### src/rtl/seq_detect_pkg.sv
// Shared types and elaboration-time helpers for the serial pattern recognizer.
// The automaton transition table is folded into constants here; nothing is stored at runtime.
package seq_detect_pkg;

  typedef enum logic {OVERLAP, NONOVERLAP} mode_t;

  function automatic int state_w(input int pat_len);
    return $clog2(pat_len + 1);
  endfunction

  // Longest proper border of the first k pattern bits (first bit is pattern[len-1]).
  function automatic int fail_len(input logic [15:0] pattern, input int len, input int k);
    int  best;
    bit  ok;
    best = 0;
    for (int l = 1; l < k; l++) begin
      ok = 1'b1;
      for (int i = 0; i < l; i++) begin
        if (pattern[len-1-i] != pattern[len-1-(k-l+i)]) ok = 1'b0;
      end
      if (ok) best = l;
    end
    return best;
  endfunction

  function automatic int next_state(input logic [15:0] pattern, input int len,
                                    input mode_t mode, input int k, input logic b);
    int j;
    int res;
    bit done;
    j    = k;
    res  = 0;
    done = 1'b0;
    if (j == len) j = (mode == OVERLAP) ? fail_len(pattern, len, len) : 0;
    for (int n = 0; n <= len; n++) begin
      if (!done) begin
        if (pattern[len-1-j] == b) begin
          res  = j + 1;
          done = 1'b1;
        end else if (j == 0) begin
          res  = 0;
          done = 1'b1;
        end else begin
          j = fail_len(pattern, len, j);
        end
      end
    end
    return res;
  endfunction

endpackage

### src/rtl/seq_detect_if.sv
// Serial stream in, recognizer status out.
interface seq_detect_if
  import seq_detect_pkg::*;
#(
  parameter int PAT_LEN = 3,
  parameter int CNT_W   = 8
);
  logic                          in;
  logic                          in_valid;
  logic                          clear;
  logic [state_w(PAT_LEN)-1:0]   s;
  logic                          match;
  logic [CNT_W-1:0]              count;

  modport master (output in, in_valid, clear, input  s, match, count);
  modport slave  (input  in, in_valid, clear, output s, match, count);
endinterface

### src/rtl/seq_detect_sat_counter.sv
// Match counter that sticks at all-ones instead of wrapping.
module sat_counter #(
  parameter int W = 8
) (
  input  logic         clk,
  input  logic         reset,
  input  logic         clr,
  input  logic         inc,
  output logic [W-1:0] q
);
  always_ff @(posedge clk or posedge reset) begin
    if (reset)                         q <= '0;
    else if (clr)                      q <= '0;
    else if (inc && (q != {W{1'b1}}))  q <= q + W'(1);
  end
endmodule

### src/rtl/seq_detect.sv
// KMP-style serial pattern recognizer with saturating match count.
//   s         | meaning
//   0         | no pattern prefix matched
//   k         | last k consumed bits equal the first k pattern bits
//   PAT_LEN   | full match, match output high
module seq_detect
  import seq_detect_pkg::*;
#(
  parameter int                 PAT_LEN = 3,
  parameter logic [PAT_LEN-1:0] PATTERN = 3'b110,
  parameter mode_t              MODE    = OVERLAP,
  parameter int                 CNT_W   = 8
) (
  input  logic        clk,
  input  logic        reset,
  seq_detect_if.slave bus
);
  localparam int              SW    = state_w(PAT_LEN);
  localparam logic [15:0]     PAT16 = 16'(PATTERN);
  localparam logic [SW-1:0]   FULL  = SW'(PAT_LEN);

  logic [SW-1:0] s_q;
  logic [SW-1:0] s_nxt;
  logic [SW-1:0] nxt0 [0:PAT_LEN];
  logic [SW-1:0] nxt1 [0:PAT_LEN];
  logic          inc;

  for (genvar k = 0; k <= PAT_LEN; k++) begin : g_delta
    localparam int N0 = next_state(PAT16, PAT_LEN, MODE, k, 1'b0);
    localparam int N1 = next_state(PAT16, PAT_LEN, MODE, k, 1'b1);
    assign nxt0[k] = SW'(N0);
    assign nxt1[k] = SW'(N1);
  end

  always_ff @(posedge clk or posedge reset) begin
    if (reset) s_q <= '0;
    else       s_q <= s_nxt;
  end

  always_comb begin
    s_nxt = s_q;
    if (bus.clear) begin
      s_nxt = '0;
    end else if (bus.in_valid) begin
      for (int k = 0; k <= PAT_LEN; k++) begin
        if (s_q == SW'(k)) s_nxt = bus.in ? nxt1[k] : nxt0[k];
      end
    end
  end

  // A clear on the same edge discards the bit, so it can never count.
  assign inc       = bus.in_valid && !bus.clear && (s_nxt == FULL);
  assign bus.s     = s_q;
  assign bus.match = (s_q == FULL);

  sat_counter #(.W(CNT_W)) u_cnt (
    .clk   (clk),
    .reset (reset),
    .clr   (bus.clear),
    .inc   (inc),
    .q     (bus.count)
  );
endmodule

### src/flat_wrapper.sv
// flat-port wrapper written by rule: the top's interface ports become plain ports
module seq_detect_flat import seq_detect_pkg::*;
#(
  parameter int                 PAT_LEN = 3,
  parameter logic [PAT_LEN-1:0] PATTERN = 3'b110,
  parameter mode_t              MODE    = OVERLAP,
  parameter int                 CNT_W   = 8
)
  (clk, reset, bus_in, bus_in_valid, bus_clear, bus_s, bus_match, bus_count);
  seq_detect_if #(.PAT_LEN(PAT_LEN), .CNT_W(CNT_W)) bus_i ();
  input  logic clk;
  input  logic reset;
  input wire logic [$bits(bus_i.in)-1:0] bus_in;
  input wire logic [$bits(bus_i.in_valid)-1:0] bus_in_valid;
  input wire logic [$bits(bus_i.clear)-1:0] bus_clear;
  output wire logic [$bits(bus_i.s)-1:0] bus_s;
  output wire logic [$bits(bus_i.match)-1:0] bus_match;
  output wire logic [$bits(bus_i.count)-1:0] bus_count;
  assign bus_i.in = bus_in;
  assign bus_i.in_valid = bus_in_valid;
  assign bus_i.clear = bus_clear;
  assign bus_s = bus_i.s;
  assign bus_match = bus_i.match;
  assign bus_count = bus_i.count;
  seq_detect #(.PAT_LEN(PAT_LEN), .PATTERN(PATTERN), .MODE(MODE), .CNT_W(CNT_W)) u_core (.clk(clk), .reset(reset), .bus(bus_i));
endmodule
### config.mk
export PLATFORM = sky130hd
export DESIGN_NAME = seq_detect_flat
export DESIGN_NICKNAME = d
export VERILOG_FILES = /design/src/rtl/seq_detect_pkg.sv /design/src/rtl/seq_detect_if.sv /design/src/rtl/seq_detect_sat_counter.sv /design/src/rtl/seq_detect.sv /design/src/flat_wrapper.sv
export SDC_FILE = /design/constraint.sdc
export NUM_CORES = 1
export LEC_CHECK = 0
export CORE_MARGIN = 2
export CORE_UTILIZATION = 42
export DETAILED_ROUTE_END_ITERATION = 8
export PLACE_DENSITY_LB_ADDON = 0.12
export SLEW_MARGIN = 20
export SYNTH_ARGS = -nofsm -noshare
export SYNTH_HDL_FRONTEND = slang
export SYNTH_SLANG_ARGS = --single-unit
### constraint.sdc
create_clock -name clk -period 1.4 [get_ports clk]
set_input_delay 0.28 -clock clk [delete_from_list [all_inputs] [get_ports clk]]
set_output_delay 0.28 -clock clk [all_outputs]
set_load 0.03 [all_outputs]
# Word level (Yosys, flattened, before mapping)
# Index checks and enable logic that the tools add are counted.
# W data, S select, Z words.
# totals
in_bits	5
output_inout_bits	11
regBits	10
wordCells	25
# classes
reduce_logical	6
n_addsub	1
muxes	11
eq_ne	5
# op_table
cell	n
$mux W8	2
$mux W2	7
$add A8 B1 Y8 const B	1
$ne A8 B8 Y1 const B	1
$eq A2 B2 Y1 const B	3
$logic_and A1 B1 Y1	3
$eq A2 B1 Y1 const B	1
$logic_not A2 Y1	1
$mux W1	2
$reduce_bool A2 Y1	1
$logic_not A1 Y1	1

# Depth between registers and ports, before layout
# Gate-level depths: netlist (run 1).
# logic_depth
ltp_word	12
ltp_mapped	5
mapped_depth_nobuf	5

# By module
# From an unflattened synthesis (run 1), not the netlist that was laid out.
# hier_totals
hier_cells	64
area_unflattened_um2	649.4
# by_module_without_submodules
module	instances	cells_each	area_per_inst_um2
sat_counter	1	49	504.2
seq_detect	1	15	145.1

# Worst setup path after synthesis (run 1)
# OpenSTA, ideal clock, no wires.
# synth_timing
kind	reg2reg
startpoint	register u_core.u_cnt.q[0]
endpoint	register u_core.u_cnt.q[6]
t_required_ns	1.261
stages_incl_launch_ff	6
setup_slack_ns	-0.314
period_less_slack_ns	1.714
t_arrival_ns	1.575
setup_time_ns	0.139
path_cell_list	dfrtp_1 ha_1 and3_4 a211oi_4 nand3_1 mux2i_1
# synth_via
elab_chain_cells	3
elab_cells_between_ends	6
# synth_lines
item	line	text
start: declaration	seq_detect_sat_counter.sv:9	output logic [W-1:0] q
start signal: assignment	seq_detect_sat_counter.sv:14	else if (inc && (q != {W{1'b1}})) q <= q + W'(1);
$add A8 B1 Y8 / $ne A8 B8 Y1 (equally long branches)	seq_detect_sat_counter.sv:14	
$mux W8 / $logic_and A1 B1 Y1 (equally long branches)	seq_detect_sat_counter.sv:14	
$mux W8 / $reduce_bool A2 Y1 (equally long branches)	--	
# Several ways; a longest one is shown, not always the timed one. The select of a mux whose other input is x is not followed.
# A chain may end at the register's enable or synchronous reset.

# Final worst setup path (run 1)
# layout_timing
startpoint	register u_core.u_cnt.q[1]
endpoint	register u_core.u_cnt.q[1]
# Same word-level chain as after synthesis.

==> results of run 1 <==
[worst max-delay path: cells and delay by family (launching register included)]
family | cells | cell delay, ns
AOI/OAI and AO/OA | 1 | 0.33
adders and majority gates | 1 | 0.17
DFF | 1 | 0.43
muxes | 1 | 0.22
and+or+nand+nor | 2 | 0.25
[flip-flops by register name, summed over array words and instances, names as in the netlist]
register,cells
u_core.u_cnt.q,8
u_core.bus.s,2
[cell type report]
| type | count | share of cell area (%) |
|---|---|---|
| tap | 16 | 2.00 |
| sequential | 10 | 25.5 |
| inverter | 1 | 0.375 |
| timing repair buffer | 30 | 25.5 |
| clock buffer | 4 | 3.63 |
| multi-input combinational | 44 | 42.9 |
[worst min path at each step]
stage,start,end,slack [ns],depth (start not counted)
after floorplan,reset,u_core.u_cnt.q[2],0.12,1
after global placement,u_core.u_cnt.q[6],u_core.u_cnt.q[6],0.51,1
after detailed placement,u_core.u_cnt.q[6],u_core.u_cnt.q[6],0.52,1
after CTS,reset,u_core.u_cnt.q[2],0.30,2
after global routing,reset,u_core.u_cnt.q[2],0.35,2
final,reset,u_core.u_cnt.q[2],0.29,2
[routing by layer]
layer / vias to the layer above / GRT usage (%) / share of wire [%]
met5: - / 0 / 0
met4: 0 / 7.27 / 1.3
met3: 2 / 5.53 / 2.4
met2: 8 / 24.2 / 52
met1: 256 / 22.3 / 44
li1: 274 / - / -
[layout by cell type (no fill, tap or decap), types with 2 or more instances in the layout]
cell | synthesis | routed
buf_6 | 0 | 3
clkbuf_4 | 0 | 3
nand3_1 | 2 | 2
nand2_1 | 5 | 5
dlygate4sd2_1 | 0 | 5
xnor2_1 | 5 | 5
a31oi_1 | 2 | 2
dfrtp_1 | 10 | 6
dfrtp_2 | 0 | 4
a2111oi_4 | 2 | 2
a211oi_1 | 2 | 2
nor2_1 | 8 | 8
nand4bb_4 | 1 | 2
nand2b_1 | 3 | 3
buf_4 | 0 | 18
clkdlybuf4s50_1 | 0 | 2
mux2i_1 | 3 | 3
[Yosys cell counts]
library cell / count
a21oi_1: 1
ha_1: 1
a211oi_1: 2
and2_2: 1
nand3_1: 2
inv_1: 1
a31oi_1: 2
a211oi_4: 1
nand2_1: 5
nor2b_1: 1
and3_4: 1
a2111oi_4: 2
nor2_1: 8
nand4bb_2: 1
o21ai_0: 1
mux2i_1: 3
nand2b_1: 3
dfrtp_1: 10
nor4b_2: 1
nand4bb_4: 1
nand4b_2: 1
and4_2: 1
clkbuf_1: 1
xnor2_1: 5
[metrics by stage]
step | worst slack, ns | cell area, um2 | std cells | power [mW] | utilization [%]
final | -0.106 | 1000 | 105 | 0.628 | 67.9
after global routing | -0.174 | 1000 | 105 | 0.659 | 67.9
after CTS | -0.117 | 945 | 102 | 0.632 | 64.2
after detailed placement | -0.356 | 898 | 97 | 0.369 | 61.1
after global placement | -0.337 | 898 | 97 | 0.369 | 61.1
after floorplan | -0.149 | 662 | 56 | 0.331 | -
[cell families after synthesis]
logic type      Yosys count  synth area share [%]
simple gates             26                  29.0
flops                    10                  38.9
compound gates            9                  17.5
xor+xnor                  5                  6.81
mux                       3                  4.67
buf+inv                   2                  1.17
fa+ha+maj                 1                  1.95
[power by group through the flow]
stage	logic, mW	registers [mW]	clock network [mW]
after detailed placement	0.0678	0.302	0
after global routing	0.0787	0.297	0.283
after global placement	0.0676	0.302	0
after CTS	0.0674	0.296	0.268
after floorplan	0.0235	0.308	0
final	0.0717	0.297	0.260
[repair_timing]
action | CTS | global route
pin swaps | 0 | 6
gates resized for setup | 12 | 10
setup buffers | 1 | 3
endpoints found under the setup margin | 15 | 11
==> results.py, run 1 <==
metrics = {
    "status": {
        "outcome": "complete, but fails checks",
        "violations": "negative setup slack",
    },
    "global_route": {
        "grtUsageTotal_pct": 16.7,
        "grt_max_degree": 13,
        "antenna_found_initial": 0,
        "grt_pass1_vias": 503,
        "grt_pass1_wl_mm": 2.24,
        "gr-total-overflow": 0,
    },
    "worst_setup_path": {
        "cp-start-kind": "register",
        "crit_chain": "ha_4, and3_4, a211oi_4, mux2i_1, nor2_1",
        "r2r_end": "u_core.u_cnt.q[1]",
        "crit_type": "reg2reg",
        "r2r_start": "u_core.u_cnt.q[1]",
        "crit_path_end_kind": "register",
        "path_max_fanout": 5,
        "endpoint": "u_core.u_cnt.q[1]",
        "worst_ep_arrival_time_ns": 1.65,
        "rr_worst_depth": 5,
        "required_ns": 1.55,
        "crit_slowest_cell": "dfrtp_2",
        "r2r_slack_ns": -0.11,
        "critPathMaxStageDelay_ns": 0.43,
        "crit_start": "u_core.u_cnt.q[1]",
    },
    "final_layout": {
        "fillers": 127,
        "multi_input_area_um2": 429,
        "seqCellArea_um2": 255,
        "area_growth_pct": 55.4,
        "layout.nets": 96,
        "n_antenna_cell": 0,
        "layout-drive-gt1-share_pct": 44.9,
    },
    "power_and_ir_drop": {
        "vdd_drop_max_uv": 566,
        "clkPwrFrac_pct": 41.3,
        "p_switching_mw": 0.142,
        "p_sw_share_pct": 22.6,
        "powerDensity_nw_per_um2": 628,
        "combPwrFrac_pct": 11.4,
        "p_int_mw": 0.486,
        "p_leak_nw": 0.459,
        "p_seq_share_pct": 47.2,
    },
    "sta": {
        "fmax_mhz": 664,
        "hold_viol": 0,
        "rsz0062_at_grt": "true",
        "skew_ns": 0.00617,
        "period_share_pct": 108,
        "period_minus_slack_ns": 1.51,
        "tightest_slew_ns": 0.390,
        "maxSlewViolCount": 0,
        "setup_tns_ns": -0.504,
        "setup_viol": 8,
        "timing.hold.ws_ns": 0.287,
        "relSlewSlack_pct": 74.0,
        "fin_ws_ns": -0.106,
    },
    "floorplanning": {
        "fp-row-count": 14,
        "die-height_um": 43.1,
        "io_pins": 16,
        "core-area_um2": 1470,
        "dieWidth_um": 43.1,
        "dieArea_um2": 1860,
        "start_util_pct": 43.7,
    },
    "synthesis": {
        "syn_inst": 56,
        "yosysUniqueCellTypes": 24,
        "yosysTopAreaCell": "dfrtp_1",
        "synth_area_leaders": "dfrtp_1, a2111oi_4, xnor2_1",
        "yosysSeqAreaShare_pct": 38.9,
        "yosys_warnings": 0,
        "synth_area_um2": 643,
        "synthesis.nets": 62,
        "ys_ff_latch": 10,
        "yosys.area.top_type_share_pct": 38.9,
        "avgSynthCellArea_um2": 11.5,
    },
    "clock_tree": {
        "cts_tree": "built",
        "cts_made_buffers": 3,
        "clk_pin_slew_worst_paths_ns": 0.07,
        "cts_sinks": 10,
        "holdBufCountCts": 0,
        "cts_buffer_depth": 2,
        "clk_latency_ns": 0.26,
        "clockRootBuffer": "clkbuf_4",
        "htree_levels": 1,
    },
    "route": {
        "wl_mm": 1.41,
        "dr_total_vias": 540,
        "drt_iter0_drc": 3,
        "ant_nets": 0,
        "dr.pass1.iters": 3,
        "drc": 0,
        "vias_per_cell": 5.14,
        "wl_per_cell_um": 13.4,
    },
    "place": {
        "place.gp.congestion": 0.795,
        "io_buffers": 15,
        "place_hpwl_um": 957,
    },
    "flow_run": {
        "drv_cap": 0,
    },
    "min_path": {
        "min_path_type": "in2async",
    },
}
No activity file was read; power rests on OpenSTA's default activity.
==> run 2: changes to the inputs <==
==> constraint.sdc (replaced) <==
create_clock -name clk -period 1.4 [get_ports clk]
set_input_delay 0.21 -clock clk [delete_from_list [all_inputs] [get_ports clk]]
set_output_delay 0.21 -clock clk [all_outputs]
set_load 0.03 [all_outputs]
==> run 2 against run 1 <==
Effect of this change:
- the run still ends with negative setup slack left
- via count rose by 1.5%
- die area did not move
- global-route usage rose by 1.1 points
- sequential cell count did not move
- combinational power rose by 2%
- largest power group unchanged
==> results.py, run 2 (synthesized netlist as in run 1, its figures left out) <==
metrics = {
    "worst_setup_path": {
        "required_ns": 1.56,
        "worst_ep_arrival_time_ns": 1.65,
        "crit_slowest_cell": "dfrtp_2",
        "critPathMaxStageDelay_ns": 0.43,
        "cp_top_family": "flip-flops",
        "crit_start": "u_core.u_cnt.q[1]",
        "crit_path_end_kind": "register",
        "cp-start-kind": "register",
        "crit_type": "reg2reg",
        "crit_buf_inv": 0,
        "r2r_start": "u_core.u_cnt.q[1]",
        "path_max_fanout": 5,
        "crit_chain": "ha_4, and3_4, a211oi_4, nand3_1, mux2i_1",
    },
    "sta": {
        "fmax_mhz": 672,
        "maxSlewViolCount": 0,
        "timing.hold.ws_ns": 0.212,
        "period_share_pct": 106,
        "setup_tns_ns": -0.409,
        "rsz0062_at_grt": "true",
        "tightest_slew_ns": 0.391,
        "skew_ns": 0.00221,
        "relSlewSlack_pct": 73.9,
        "period_minus_slack_ns": 1.49,
        "fin_ws_ns": -0.0891,
        "hold_viol": 0,
        "setup_viol": 8,
    },
    "power_and_ir_drop": {
        "combPwrFrac_pct": 11.4,
        "p_sw_share_pct": 23.4,
        "p_switching_mw": 0.149,
        "vdd_drop_max_uv": 610,
        "clkPwrFrac_pct": 42.1,
        "p_leak_nw": 0.424,
        "powerDensity_nw_per_um2": 662,
        "p_total_mw": 0.636,
        "p_int_mw": 0.488,
        "p_seq_share_pct": 46.5,
    },
    "clock_tree": {
        "clk_pin_slew_worst_paths_ns": 0.07,
        "cts_made_buffers": 3,
        "cts_sinks": 10,
        "holdBufCountCts": 0,
        "clk_latency_ns": 0.27,
        "htree_levels": 1,
        "cts_buffer_depth": 2,
        "cts_tree": "built",
        "clockRootBuffer": "clkbuf_4",
    },
    "final_layout": {
        "final_core_util_pct": 65.4,
        "layout-drive-gt1-share_pct": 42.5,
        "largest_reg_flops": 8,
        "fillers": 125,
        "final_common_cell": "buf_4",
        "final_cell_mix": "buf_4, nor2_1, dlygate4sd2_1",
        "area_growth_pct": 49.6,
        "layout.nets": 94,
        "top_register": "u_core.u_cnt.q",
        "n_antenna_cell": 0,
    },
    "global_route": {
        "gr-total-overflow": 0,
        "grt_pass1_wl_mm": 2.36,
        "grtUsageTotal_pct": 17.7,
        "grt_pass1_vias": 505,
        "grt_max_degree": 13,
        "antenna_found_initial": 0,
    },
    "floorplanning": {
        "dieWidth_um": 43.1,
        "io_pins": 16,
        "start_util_pct": 43.7,
        "die-height_um": 43.1,
        "fp-row-count": 14,
        "dieArea_um2": 1860,
        "core-area_um2": 1470,
    },
    "place": {
        "place_hpwl_um": 946,
        "dp_slack_ns": -0.275,
        "io_buffers": 15,
        "place.gp.congestion": 0.778,
    },
    "status": {
        "outcome": "complete, but fails checks",
        "violations": "negative setup slack",
    },
    "route": {
        "wl_mm": 1.33,
        "dr.pass1.iters": 4,
        "dr_total_vias": 548,
        "drc": 0,
        "drt_iter0_drc": 9,
        "wl_per_cell_um": 12.9,
        "ant_nets": 0,
        "vias_per_cell": 5.32,
    },
    "min_path": {
        "min_path_type": "in2async",
    },
    "flow_run": {
        "drv_cap": 0,
    },
}
-- run 2: per-layer routing --
layer	track usage, %	vias to the layer above	wire [um]
met3	3.40	4	55
met2	23.6	10	594
met1	25.0	268	643
met5	0	-	0
li1	-	266	-
met4	12.7	0	36
-- run 2: worst register-to-register path, stage by stage (launching register included) --
cell      delay [ns]
dfrtp_2         0.43
ha_4            0.16
and3_4          0.20
a211oi_4        0.32
nand3_1         0.14
mux2i_1         0.13
-- run 2: final timing paths --
| path | to | slack, ns | cells after the start |
|---|---|---|---|
| max reg2reg | u_core.u_cnt.q[6] | -0.09 | 5 |
| max in group asynchronous | u_core.bus.s[1] | 0.89 | 2 |
| min reg2reg | u_core.u_cnt.q[6] | 0.52 | 1 |
| min in group clk | u_core.u_cnt.q[6] | 0.52 | 1 |
| max | u_core.u_cnt.q[6] | -0.09 | 5 |
| min | u_core.bus.s[0] | 0.21 | 2 |
-- run 2: final cells by class --
| type | instances | area (um2) | share of cell area (%) |
|---|---|---|---|
| clock buffers | 4 | 36.3 | 3.77 |
| multi-input cells | 44 | 405 | 42.1 |
| repair buffers | 28 | 241 | 25.1 |
| well taps | 16 | 20.0 | 2.08 |
| inverters | 1 | 3.75 | 0.390 |
| flip-flops and latches | 10 | 255 | 26.5 |
-- run 2: metrics by stage --
step,cell area [um2],cells
after CTS,938,100
after global routing,962,103
final,962,103
after detailed placement,901,96
after floorplan,662,56
after global placement,901,96
-- run 2: repair_timing --
item,4_1_cts,5_1_grt
cloned,0,0
pin swaps,0,5
buffers inserted,0,3
endpoints found under the setup margin,19,10
gates resized for setup,17,3
-- run 2: power groups by stage --
stage	Sequential [mW]	Clock, mW	Combinational [mW]
after global placement	0.302	0	0.0680
after floorplan	0.308	0	0.0235
after global routing	0.297	0.286	0.0791
after detailed placement	0.302	0	0.0680
final	0.296	0.268	0.0728
after CTS	0.296	0.283	0.0677
==> run 3: changes to the inputs <==
CTS_CLUSTER_SIZE = 40   (was unset)
==> results of run 3 <==
Same layout as run 2: the final DEF is identical, and so are final timing and power.
